[src/rtl/sdram_line_fill_if.sv]
// Signal bundle for the SDRAM line-fill engine.
// Covers the requester handshake, the SDRAM burst-read port and the RAM write port.
interface sdram_line_fill_if #(
    parameter int AW  = 11,
    parameter int SAW = 22
);
    logic           fill_req;
    logic [SAW-1:0] fill_addr;
    logic           fill_busy;
    logic           fill_done;
    logic           crit_valid;
    logic [15:0]    crit_data;
    logic           sdr_req;
    logic [SAW-1:0] sdr_addr;
    logic           sdr_ack;
    logic           sdr_dv;
    logic [15:0]    sdr_data;
    logic           ram_wren;
    logic [1:0]     ram_byteena;
    logic [AW-1:0]  ram_address;
    logic [15:0]    ram_data;

    // Fill engine view
    modport master (
        input  fill_req, fill_addr, sdr_ack, sdr_dv, sdr_data,
        output fill_busy, fill_done, crit_valid, crit_data,
               sdr_req, sdr_addr, ram_wren, ram_byteena, ram_address, ram_data
    );

    // Requester / SDRAM controller / RAM view
    modport slave (
        output fill_req, fill_addr, sdr_ack, sdr_dv, sdr_data,
        input  fill_busy, fill_done, crit_valid, crit_data,
               sdr_req, sdr_addr, ram_wren, ram_byteena, ram_address, ram_data
    );
endinterface

[src/rtl/sdram_line_fill.sv]
// Line-fill engine: one SDRAM burst read per request, beats written critical-word-first
// with wrap-around into the RAM write port; the critical word is forwarded as it is written.
module sdram_line_fill #(
    parameter int AW    = 11,
    parameter int SAW   = 22,
    parameter int LW    = 2,
    parameter int BURST = 4
) (
    input  logic                clock,
    input  logic                reset_n,
    sdram_line_fill_if.master   bus
);
    typedef enum logic [1:0] {
        IDLE = 2'd0,
        REQ  = 2'd1,
        DATA = 2'd2,
        DONE = 2'd3
    } state_t;

    // Counter has one spare bit so "all beats taken" is distinct from beat 0.
    localparam logic [LW:0] FULL_CNT = BURST[LW:0];

    state_t         state_r, state_s;
    logic [AW-1:0]  addr_r, addr_s;
    logic [LW:0]    cnt_r, cnt_s;
    logic           accept_s;
    logic [LW-1:0]  low_s;

    logic           fill_busy_r, fill_busy_s;
    logic           fill_done_r, fill_done_s;
    logic           crit_valid_r, crit_valid_s;
    logic [15:0]    crit_data_r, crit_data_s;
    logic           sdr_req_r, sdr_req_s;
    logic [SAW-1:0] sdr_addr_r, sdr_addr_s;
    logic           ram_wren_r, ram_wren_s;
    logic [1:0]     ram_byteena_r, ram_byteena_s;
    logic [AW-1:0]  ram_address_r, ram_address_s;
    logic [15:0]    ram_data_r, ram_data_s;

    // Next-state and next-output logic
    always_comb begin
        state_s       = state_r;
        addr_s        = addr_r;
        cnt_s         = cnt_r;
        accept_s      = 1'b0;
        sdr_addr_s    = sdr_addr_r;
        crit_valid_s  = 1'b0;
        crit_data_s   = crit_data_r;
        ram_wren_s    = 1'b0;
        ram_byteena_s = 2'b00;
        ram_address_s = ram_address_r;
        ram_data_s    = ram_data_r;
        low_s         = addr_r[LW-1:0] + cnt_r[LW-1:0];

        case (state_r)
            IDLE: begin
                if (bus.fill_req) begin
                    addr_s     = bus.fill_addr[AW-1:0];
                    sdr_addr_s = bus.fill_addr;
                    cnt_s      = {(LW+1){1'b0}};
                    state_s    = REQ;
                end else begin
                    state_s    = IDLE;
                end
            end
            REQ: begin
                if (bus.sdr_ack) begin
                    accept_s = bus.sdr_dv;
                    state_s  = DATA;
                end else begin
                    state_s  = REQ;
                end
            end
            DATA: begin
                if (cnt_r == FULL_CNT) begin
                    state_s  = DONE;
                end else begin
                    accept_s = bus.sdr_dv;
                end
            end
            DONE: begin
                state_s = IDLE;
            end
            default: begin
                state_s = IDLE;
            end
        endcase

        if (accept_s) begin
            ram_wren_s    = 1'b1;
            ram_byteena_s = 2'b11;
            ram_address_s = {addr_r[AW-1:LW], low_s};
            ram_data_s    = bus.sdr_data;
            cnt_s         = cnt_r + {{LW{1'b0}}, 1'b1};
            if (cnt_r == {(LW+1){1'b0}}) begin
                crit_valid_s = 1'b1;
                crit_data_s  = bus.sdr_data;
            end else begin
                crit_valid_s = 1'b0;
            end
        end else begin
            ram_wren_s = 1'b0;
        end

        // Status outputs follow the state being entered so they line up with it
        sdr_req_s   = (state_s == REQ);
        fill_busy_s = (state_s != IDLE);
        fill_done_s = (state_s == DONE);
    end

    // State, line context and all outputs are registered here
    always_ff @(posedge clock or negedge reset_n) begin
        if (!reset_n) begin
            state_r       <= IDLE;
            addr_r        <= {AW{1'b0}};
            cnt_r         <= {(LW+1){1'b0}};
            fill_busy_r   <= 1'b0;
            fill_done_r   <= 1'b0;
            crit_valid_r  <= 1'b0;
            crit_data_r   <= 16'h0000;
            sdr_req_r     <= 1'b0;
            sdr_addr_r    <= {SAW{1'b0}};
            ram_wren_r    <= 1'b0;
            ram_byteena_r <= 2'b00;
            ram_address_r <= {AW{1'b0}};
            ram_data_r    <= 16'h0000;
        end else begin
            state_r       <= state_s;
            addr_r        <= addr_s;
            cnt_r         <= cnt_s;
            fill_busy_r   <= fill_busy_s;
            fill_done_r   <= fill_done_s;
            crit_valid_r  <= crit_valid_s;
            crit_data_r   <= crit_data_s;
            sdr_req_r     <= sdr_req_s;
            sdr_addr_r    <= sdr_addr_s;
            ram_wren_r    <= ram_wren_s;
            ram_byteena_r <= ram_byteena_s;
            ram_address_r <= ram_address_s;
            ram_data_r    <= ram_data_s;
        end
    end

    assign bus.fill_busy   = fill_busy_r;
    assign bus.fill_done   = fill_done_r;
    assign bus.crit_valid  = crit_valid_r;
    assign bus.crit_data   = crit_data_r;
    assign bus.sdr_req     = sdr_req_r;
    assign bus.sdr_addr    = sdr_addr_r;
    assign bus.ram_wren    = ram_wren_r;
    assign bus.ram_byteena = ram_byteena_r;
    assign bus.ram_address = ram_address_r;
    assign bus.ram_data    = ram_data_r;
endmodule
[src/flat_wrapper.sv]
// flat-port wrapper written by rule: the top's interface ports become plain ports
module sdram_line_fill_flat 
#(
    parameter int AW    = 11,
    parameter int SAW   = 22,
    parameter int LW    = 2,
    parameter int BURST = 4
)
  (clock, reset_n, bus_fill_req, bus_fill_addr, bus_sdr_ack, bus_sdr_dv, bus_sdr_data, bus_fill_busy, bus_fill_done, bus_crit_valid, bus_crit_data, bus_sdr_req, bus_sdr_addr, bus_ram_wren, bus_ram_byteena, bus_ram_address, bus_ram_data);
  sdram_line_fill_if #(.AW(AW), .SAW(SAW)) bus_i ();
  input  logic clock;
  input  logic reset_n;
  input wire logic [$bits(bus_i.fill_req)-1:0] bus_fill_req;
  input wire logic [$bits(bus_i.fill_addr)-1:0] bus_fill_addr;
  input wire logic [$bits(bus_i.sdr_ack)-1:0] bus_sdr_ack;
  input wire logic [$bits(bus_i.sdr_dv)-1:0] bus_sdr_dv;
  input wire logic [$bits(bus_i.sdr_data)-1:0] bus_sdr_data;
  output wire logic [$bits(bus_i.fill_busy)-1:0] bus_fill_busy;
  output wire logic [$bits(bus_i.fill_done)-1:0] bus_fill_done;
  output wire logic [$bits(bus_i.crit_valid)-1:0] bus_crit_valid;
  output wire logic [$bits(bus_i.crit_data)-1:0] bus_crit_data;
  output wire logic [$bits(bus_i.sdr_req)-1:0] bus_sdr_req;
  output wire logic [$bits(bus_i.sdr_addr)-1:0] bus_sdr_addr;
  output wire logic [$bits(bus_i.ram_wren)-1:0] bus_ram_wren;
  output wire logic [$bits(bus_i.ram_byteena)-1:0] bus_ram_byteena;
  output wire logic [$bits(bus_i.ram_address)-1:0] bus_ram_address;
  output wire logic [$bits(bus_i.ram_data)-1:0] bus_ram_data;
  assign bus_i.fill_req = bus_fill_req;
  assign bus_i.fill_addr = bus_fill_addr;
  assign bus_i.sdr_ack = bus_sdr_ack;
  assign bus_i.sdr_dv = bus_sdr_dv;
  assign bus_i.sdr_data = bus_sdr_data;
  assign bus_fill_busy = bus_i.fill_busy;
  assign bus_fill_done = bus_i.fill_done;
  assign bus_crit_valid = bus_i.crit_valid;
  assign bus_crit_data = bus_i.crit_data;
  assign bus_sdr_req = bus_i.sdr_req;
  assign bus_sdr_addr = bus_i.sdr_addr;
  assign bus_ram_wren = bus_i.ram_wren;
  assign bus_ram_byteena = bus_i.ram_byteena;
  assign bus_ram_address = bus_i.ram_address;
  assign bus_ram_data = bus_i.ram_data;
  sdram_line_fill #(.AW(AW), .SAW(SAW), .LW(LW), .BURST(BURST)) u_core (.clock(clock), .reset_n(reset_n), .bus(bus_i));
endmodule
[config.mk]
export PLATFORM = sky130hd
export DESIGN_NAME = sdram_line_fill_flat
export DESIGN_NICKNAME = d
export VERILOG_FILES = /design/src/rtl/sdram_line_fill_if.sv /design/src/rtl/sdram_line_fill.sv /design/src/flat_wrapper.sv
export SDC_FILE = /design/constraint.sdc
export NUM_CORES = 1
export LEC_CHECK = 0
export CAP_MARGIN = 20
export CORE_ASPECT_RATIO = 1.4
export CORE_UTILIZATION = 39
export CTS_BUF_LIST = sky130_fd_sc_hd__clkbuf_4 sky130_fd_sc_hd__clkbuf_8 sky130_fd_sc_hd__clkbuf_16
export DETAILED_ROUTE_END_ITERATION = 10
export HOLD_SLACK_MARGIN = 0.03
export PLACE_DENSITY = 0.86
export REMOVE_ABC_BUFFERS = 1
export SYNTH_ARGS = -nofsm -noshare
export SYNTH_HDL_FRONTEND = slang
export SYNTH_SLANG_ARGS = --single-unit
[constraint.sdc]
create_clock -name clock -period 2 [get_ports clock]
set_input_delay 0.4 -clock clock [delete_from_list [all_inputs] [get_ports clock]]
set_output_delay 0.4 -clock clock [all_outputs]
set_load 0.02 [all_outputs]
==> impl_metrics.py <==
metrics = {
    "logic_synthesis": {
        "synth.top_cell.area_share_pct": 63.3,
        "synthTopCellsByArea": "dfrtp_1 63%, mux2_2 25%, ha_1 2.5%, nor4b_4 0.80%, inv_1 0.76%",
        "yosysSeqAreaShare_pct": 63.3,
        "syn_area_per_cell_um2": 15.7,
        "ys_ff_latch": 75,
        "yosys.area.top_type": "dfrtp_1",
        "ys_warn_count": 0,
        "synthCells": 189,
        "netlist_area_mm2": 0.00297,
        "synth_cell_types": 29,
    },
    "clocking": {
        "path_clk_slew_ns": 0.07,
        "cts_root_buf": "clkbuf_8",
        "cts_tree": "built",
        "clock_sinks": 75,
        "clk_latency_ns": 0.33,
        "htree_num_levels": 3,
        "cts_buffer_depth": 2,
        "cts_buffers": 9,
    },
    "routing": {
        "drtIter0Drc": 67,
        "routed_wl_um": 6110,
        "wl_per_cell_um": 14.5,
        "firstDrtPassIters": 4,
        "vias_per_cell": 4.74,
        "drtAntennaViolNets": 0,
        "drc": 0,
        "vias": 1992,
    },
    "sta": {
        "period_minus_slack_ns": 1.92,
        "worst_pin_slew_ns": 0.371,
        "finClkSkew_ns": 0.00773,
        "fmax_mhz": 520,
        "fin_crit_sh_pct": 96.1,
        "fin_ws_ns": 0.0784,
        "hold_viol_final": 0,
        "setup_viol": 0,
        "relSlewSlack_pct": 74.6,
        "slew_violations": 0,
    },
    "power": {
        "switching_share_pct": 34.7,
        "pwr-share-seq_pct": 33.1,
        "power_switching_w": 0.00279,
        "vdd_drop_max_mv": 1.05,
        "p_comb_share_pct": 51.1,
        "internal-power_w": 0.00525,
        "leakage_nw": 1.94,
        "power_density_mw_per_mm2": 1760,
        "pwr-share-clk_pct": 15.8,
    },
    "placement": {
        "place.gp.congestion": 0.798,
        "port_buffers": 114,
        "dpl.hpwl_um": 4390,
        "pre_cts_ws_ns": -0.0583,
    },
    "floorplanning": {
        "core_mm2": 0.00736,
        "die_h_um": 105,
        "dieArea_mm2": 0.00796,
        "rows": 37,
        "start_util_pct": 40.3,
        "fp.dieW_um": 75.7,
        "pin_count": 115,
    },
    "global_route": {
        "grt_pass1_vias": 2117,
        "grt_overflow": 0,
        "grt_pass1_wl_um": 9600,
        "grt_max_degree": 48,
        "groute.usage.overall_pct": 16.2,
        "grt_antenna_before_repair": 0,
    },
    "cells_and_area": {
        "layout-drive-gt1-share_pct": 30.7,
        "area_delta_synth_final_pct": 54.3,
        "antennaDiodeCount": 0,
        "final_common_cell": "clkdlybuf4s50_1",
        "final_nets": 368,
        "post-route-util_pct": 62.2,
        "final_cell_mix": "113 x clkdlybuf4s50_1, 75 x dfrtp_1, 65 x mux2_2",
        "n_fill_cell": 556,
    },
    "critical_path": {
        "cp.arrival_ns": 2.14,
        "worstPathRequired_ns": 2.22,
        "path_max_fanout": 8,
        "cp-end-kind": "flop",
        "cp-start-kind": "flop",
        "worstSetupPathType": "flop to flop",
    },
    "outcome": {
        "status": "completed",
    },
    "hold_path": {
        "holdCritPathClass": "flop to flop",
    },
    "flow_run": {
        "cap_violations": 0,
    },
}
==> per-layer routing <==
metal | routed length, um | vias up | track usage (%)
li1 | - | 919 | -
met1 | 2320 | 983 | 17.5
met2 | 3190 | 80 | 27.4
met3 | 485 | 10 | 5.59
met4 | 110 | 0 | 7.54
met5 | 0 | - | 0
==> logic make-up after synthesis <==
kind of cell | synth area share [%]
AOI/OAI and AO/OA | 2.49
DFF | 63.3
and+or+nand+nor | 3.29
adders and majority gates | 2.53
buffers and inverters | 2.40
xor gates and xnor gates | 0.591
muxes | 25.4
==> flip-flops by register name, summed over array words and instances (netlist names) <==
signal,cells
u_core.bus.ram_data,16
u_core.bus.crit_valid,1
u_core.bus.sdr_addr,12
u_core.bus.ram_byteena,1
u_core.bus.crit_data,16
u_core.bus.fill_done,1
u_core.bus.sdr_req,1
u_core.state_r,2
u_core.addr_r,10
u_core.cnt_r,3
u_core.bus.ram_address,11
u_core.bus.fill_busy,1
==> per-stage QoR <==
step | area (um^2) | power, W | instances | hold WS, ns | TNS [ns]
floorplan | 2920 | 0.00476 | 181 | 0.104 | -20.69
global placement | 4290 | 0.00663 | 399 | 0.353 | -0.772
detailed placement | 4290 | 0.00675 | 399 | 0.352 | -1.82
CTS | 4520 | 0.00805 | 415 | 0.508 | 0
global route | 4580 | 0.00850 | 420 | 0.526 | -0.00430
finish | 4580 | 0.00803 | 420 | 0.499 | 0
==> power by group through the flow <==
stage | Sequential [W] | Combinational [W] | Clock [W]
6_report | 0.00266 | 0.00411 | 0.00127
5_1_grt | 0.00277 | 0.00438 | 0.00136
4_1_cts | 0.00267 | 0.00407 | 0.00130
3_5_place_dp | 0.00270 | 0.00405 | 0
3_3_place_gp | 0.00266 | 0.00398 | 0
2_1_floorplan | 0.00354 | 0.00123 | 0
==> synth_stat cells <==
| cell type | n |
|---|---|
| and3_1 | 1 |
| o21ai_0 | 1 |
| inv_1 | 6 |
| clkbuf_1 | 2 |
| nor4b_1 | 1 |
| mux2_1 | 1 |
| ha_1 | 6 |
| nand2b_1 | 2 |
| a211o_1 | 1 |
| mux2_2 | 65 |
| buf_2 | 3 |
| mux2i_1 | 1 |
| nand2_1 | 5 |
| a2111oi_0 | 1 |
| dfrtp_1 | 75 |
| a21oi_1 | 1 |
| xnor2_1 | 2 |
| a211oi_2 | 1 |
| a21oi_2 | 1 |
| nor4b_4 | 1 |
| o221a_2 | 1 |
| buf_4 | 2 |
| a31oi_1 | 1 |
| and2_1 | 1 |
| nand3_1 | 1 |
| o31ai_1 | 1 |
| buf_6 | 1 |
| nor3_1 | 1 |
| nor2_1 | 3 |
==> worst max-delay path, cell delays in order, from the launching register on <==
cell and delay [ns]:
dfrtp_1 0.41, inv_1 0.06, ha_1 0.23, and2_1 0.22, a211oi_4 0.22, buf_4 0.16, buf_4 0.16, mux2_2 0.34
==> area by class of cell <==
| type | instances | area (um^2) | area share [%] |
|---|---|---|---|
| well taps | 97 | 121 | 2.65 |
| repair buffers | 127 | 1310 | 28.5 |
| flip-flops and latches | 75 | 1880 | 41.0 |
| clock buffers | 11 | 145 | 3.17 |
| clock inverters | 4 | 75.1 | 1.64 |
| multi-input cells | 100 | 1030 | 22.5 |
| inverters | 6 | 22.5 | 0.492 |
==> final timing paths <==
| kind | start | endpoint | slack [ns] | cells after the start |
|---|---|---|---|---|
| max | u_core.cnt_r[1] | u_core.bus.ram_address[7] | 0.08 | 7 |
| min | u_core.bus.ram_address[3] | u_core.bus.ram_address[3] | 0.50 | 1 |
| max reg2reg | u_core.cnt_r[1] | u_core.bus.ram_address[7] | 0.08 | 7 |
| min reg2reg | u_core.bus.ram_address[3] | u_core.bus.ram_address[3] | 0.50 | 1 |
| max in group asynchronous | reset_n | u_core.bus.ram_address[4] | 0.87 | 3 |
| min in group asynchronous | reset_n | u_core.bus.fill_done | 0.55 | 2 |
==> what timing repair did <==
action                                 CTS  global route
hold buffers                             1             0
setup endpoints to repair                0            39
resized for setup                        0             2
setup buffers                            0             4
endpoints found under the hold margin   28             0
No activity file was read; power rests on OpenSTA's default activity.
